<file path="src/rtl/wb_regfile_hilo.sv">
// Writeback-stage architectural state: 32x32 GPR file, HI/LO pair and a commit counter.
// Read ports are combinational with same-cycle bypass of the bundle currently in WB.
module wb_regfile_hilo #(
  parameter int CNT_W = 16
) (
  input  logic             clk,
  input  logic             rst,
  input  logic             wb_we,
  input  logic [4:0]       wb_waddr,
  input  logic [31:0]      wb_wdata,
  input  logic             wb_we_hilo,
  input  logic [31:0]      wb_hi,
  input  logic [31:0]      wb_lo,
  input  logic             re1,
  input  logic [4:0]       raddr1,
  output logic [31:0]      rdata1,
  input  logic             re2,
  input  logic [4:0]       raddr2,
  output logic [31:0]      rdata2,
  output logic [31:0]      hi_o,
  output logic [31:0]      lo_o,
  output logic [CNT_W-1:0] commit_cnt
);

  logic [31:0]      gpr_reg [32];
  logic [31:0]      hi_reg;
  logic [31:0]      lo_reg;
  logic [CNT_W-1:0] cnt_reg;
  logic             gpr_commit;

  logic [1:0]       re_vec;
  logic [4:0]       raddr_vec [2];
  logic [31:0]      rdata_vec [2];

  assign gpr_commit = wb_we && (wb_waddr != 5'd0);

  // Entry 0 is reset and never written, so it reads back as zero without a special case.
  always_ff @(posedge clk or negedge rst) begin
    if (!rst) begin
      for (int i = 0; i < 32; i++) begin
        gpr_reg[i] <= '0;
      end
    end else if (gpr_commit) begin
      gpr_reg[wb_waddr] <= wb_wdata;
    end
  end

  always_ff @(posedge clk or negedge rst) begin
    if (!rst) begin
      hi_reg <= '0;
      lo_reg <= '0;
    end else if (wb_we_hilo) begin
      hi_reg <= wb_hi;
      lo_reg <= wb_lo;
    end
  end

  always_ff @(posedge clk or negedge rst) begin
    if (!rst) begin
      cnt_reg <= '0;
    end else if (gpr_commit) begin
      cnt_reg <= cnt_reg + CNT_W'(1);
    end
  end

  assign re_vec       = {re2, re1};
  assign raddr_vec[0] = raddr1;
  assign raddr_vec[1] = raddr2;

  // Outputs are forced to zero while reset is held so the bypass path cannot leak.
  generate
    for (genvar gi = 0; gi < 2; gi++) begin : g_rd
      always_comb begin
        rdata_vec[gi] = '0;
        if (!rst || !re_vec[gi] || raddr_vec[gi] == 5'd0) begin
          rdata_vec[gi] = '0;
        end else if (wb_we && wb_waddr == raddr_vec[gi]) begin
          rdata_vec[gi] = wb_wdata;
        end else begin
          rdata_vec[gi] = gpr_reg[raddr_vec[gi]];
        end
      end
    end
  endgenerate

  assign rdata1 = rdata_vec[0];
  assign rdata2 = rdata_vec[1];

  always_comb begin
    hi_o = '0;
    lo_o = '0;
    if (rst) begin
      hi_o = wb_we_hilo ? wb_hi : hi_reg;
      lo_o = wb_we_hilo ? wb_lo : lo_reg;
    end
  end

  assign commit_cnt = cnt_reg;

endmodule

</file>
<file path="config.mk">
export PLATFORM = sky130hd
export DESIGN_NAME = wb_regfile_hilo
export DESIGN_NICKNAME = d
export VERILOG_FILES = /design/src/rtl/wb_regfile_hilo.sv
export SDC_FILE = /design/constraint.sdc
export NUM_CORES = 2
export LEC_CHECK = 0
export BUFFER_PORTS_ARGS = -buffer_cell sky130_fd_sc_hd__clkbuf_2
export CORE_ASPECT_RATIO = 0.75
export CORE_MARGIN = 8
export CORE_UTILIZATION = 35
export DETAILED_ROUTE_END_ITERATION = 16
export HOLD_SLACK_MARGIN = 0.08
export PLACE_DENSITY = 0.52
export SYNTH_ARGS = -nofsm -noshare
export SYNTH_HDL_FRONTEND = slang
export SYNTH_SLANG_ARGS = --single-unit
</file>
<file path="constraint.sdc">
create_clock -name clk -period 2.6 [get_ports clk]
set_input_delay 0.52 -clock clk [delete_from_list [all_inputs] [get_ports clk]]
set_output_delay 0.52 -clock clk [all_outputs]
set_load 0.005 [all_outputs]
</file>
==> impl_metrics.yaml <==
status:
  status: "finished, violations left"
  violations: "negative setup slack"
timing:
  skew_ns: 0.00113
  tightestPinTransition_ns: 1.20
  period_share_pct: 127
  fmax_mhz: 304
  relSlewSlack_pct: 19.9
  maxSlewViolCount: 0
  post-route-min-period_ns: 3.29
  rsz0062_at_grt: "yes"
  timing.final.ws_setup_ns: -0.691
  finalSetupViolCount: 64
  hold_viol: 0
final_layout:
  seq_area_mm2: 0.0276
  layout-drive-gt1-share_pct: 59.3
  final_common_cell: "dfrtp_1"
  syn2layout_area_growth_pct: 28.2
  largest_register_ffs: 1024
  final_cell_area_mm2: 0.0751
  utilization_pct: 45.0
  fill_cells: 15000
  nNetsFinal: 4829
  multi_input_area_mm2: 0.0304
  mostFrequentLayoutCells: "dfrtp_1 (1104), mux2_2 (1031), buf_4 (432)"
placement:
  pre_cts_slack_ns: -1.39
  io_buffers: 260
  post_dp_cell_area_mm2: 0.0672
  gp_congestion: 0.841
  post-dp-hpwl_mm: 150
floorplan:
  die_width_um: 488
  die-area_mm2: 0.181
  die_h_um: 370
  initial_utilization_pct: 35.1
  rows: 130
  coreArea_mm2: 0.167
  io_pins: 261
worst_setup_path:
  endpoint_kind: "output port"
  crit_path_start_kind: "flip-flop"
  critical_path_required_ns: 2.08
  crit_type: "flip-flop to output port"
  crit_fanout: 2
  arrival_ns: 2.77
yosys:
  ys_types: 57
  synth_top_family_by_area: "multiplexers"
  syn-cell-area_mm2: 0.0586
  postSynthNetCount: 4164
  async_flop_share_pct: 100
  yosysTopAreaCell: "dfrtp_1"
  synthFlopType: "dfrtp_1"
  yosysWarnings: 0
  synth_xor_area_share_pct: 0.374
  postSynthAreaPerCell_um2: 14.5
  synthTopCellsByArea: "dfrtp_1 (47%), mux2_2 (20%), mux4_2 (15%)"
  yosysTopAreaCellShare_pct: 47.1
  ys_ff_latch: 1104
  ys_seq_area_share_pct: 47.1
  yosys-mux-area-fraction_pct: 40.4
  synthCells: 4046
  synth-simple-area-share_pct: 2.62
  synth_fa_ha_area_share_pct: 0.0214
  synth_edf_count: 0
  synth-compound-area-share_pct: 5.67
route:
  drt_iter0_markers: 4060
  dr.pass1.iters: 5
  wire_per_inst_um: 33.0
  vias: 41700
  ant_nets: 0
  drt_wl_total_mm: 233
  viasPerCell: 5.91
  drc: 0
power:
  p_leak_nw: 33.1
  design_power_total_mw: 53.4
  power_density_mw_per_mm2: 711
  vdd_drop_max_mv: 0.551
flow_run:
  maxCapViolations: 0
global_routing:
  grt_max_degree: 157
  grt_pass1_vias: 42400
  grt_pass1_wl_mm: 331
  grtUsageTotal_pct: 25.1
  overflow: 0
  antenna_found_initial: 7
clocking:
  clk_path_buf_depth: 3
  cts_buffers: 120
  clk_latency_ns: 0.74
  h-tree-depth: 3
  cts.sinks: 1104
  cts_tree: "yes"
  path_clk_slew_ns: 0.06
  cts_root_buf: "clkbuf_16"
worst_hold_path:
  hold_path.class: "input pin to flip-flop"
-- area by class of cell --
class	instances	share of cell area, %
Inverter	5	0.0283
Clock buffer	172	4.69
Sequential cell	1104	36.8
Tap cell	2244	3.74
Clock inverter	51	0.979
Timing Repair Buffer	1004	13.3
Antenna cell	3	0.00999
Multi-Input combinational cell	2476	40.5
-- through the flow --
stage	std cells	hold WS, ns	setup TNS, ns
after CTS	7026	0.113	-73.58
after global routing	7057	0.170	-34.16
after global placement	6652	0.367	-72.78
final	7059	0.168	-29.90
after detailed placement	6652	0.367	-77.80
after floorplan	4046	0.224	-0.127
-- synthesized netlist by cell type, drive strengths merged, types with 41 or more instances --
cell type / number
a221oi: 49
mux2: 1081
and2: 67
nand2: 74
a211oi: 65
buf: 225
a22oi: 67
nor2b: 41
clkbuf: 233
dfrtp: 1104
a21oi: 61
mux4: 408
mux2i: 226
-- report_power, final --
| group | switching (mW) | internal, mW | leakage, nW |
|---|---|---|---|
| clock | 7.61 | 11.1 | 2.07 |
| sequential | 2.35 | 20.4 | 14.1 |
| combinational | 5.00 | 7.04 | 16.9 |
| total | 15.0 | 38.5 | 33.1 |
-- cells by family (layout without fill, tap and decap cells) --
logic type / after synthesis / after routing
AND/OR/NAND/NOR: 288 / 288
flip-flops: 1104 / 1104
XOR/XNOR: 25 / 25
other: 0 / 3
AO/OA/AOI/OAI: 447 / 447
buffers and inverters: 466 / 1232
multiplexers: 1715 / 1715
adder cells (fa/ha/maj): 1 / 1
-- critical path, stage by stage (launching register included) --
cell,delay (ns)
dfrtp_1,0.39
mux4_2,0.48
mux2_2,0.29
a221oi_2,0.21
o21ai_1,0.17
a32o_2,0.34
clkbuf_2,0.12
-- path summary, 6_finish.rpt --
check / startpoint / to / slack (ns) / cells after the start
setup / recovery: gpr_reg[876] / rdata1[12] / -0.69 / 6
hold / removal: wb_wdata[15] / gpr_reg[783] / 0.17 / 2
setup reg to reg: commit_cnt[6] / commit_cnt[15] / 1.15 / 5
hold reg to reg: gpr_reg[1017] / gpr_reg[1017] / 0.39 / 0
max in group asynchronous: rst / gpr_reg[848] / 0.91 / 4
min in group asynchronous: rst / gpr_reg[461] / 0.24 / 3
-- routing by layer --
metal | global-route usage (%) | up-vias | wire, um
met3 | 5.03 | 442 | 16200
met4 | 8.28 | 4 | 9860
li1 | - | 17000 | -
met5 | 0 | - | 21
met2 | 38.7 | 1566 | 104000
met1 | 35.6 | 22700 | 102000
-- timing repair --
item                       4_1_cts  5_1_grt
pin swaps                      160       75
setup endpoints to repair       64      256
hold buffers                    65        1
cloned                           7        4
resized for setup              305      132
hold endpoints to repair       207        1
setup buffers                  101       33
No activity file was read; power rests on OpenSTA's default activity.
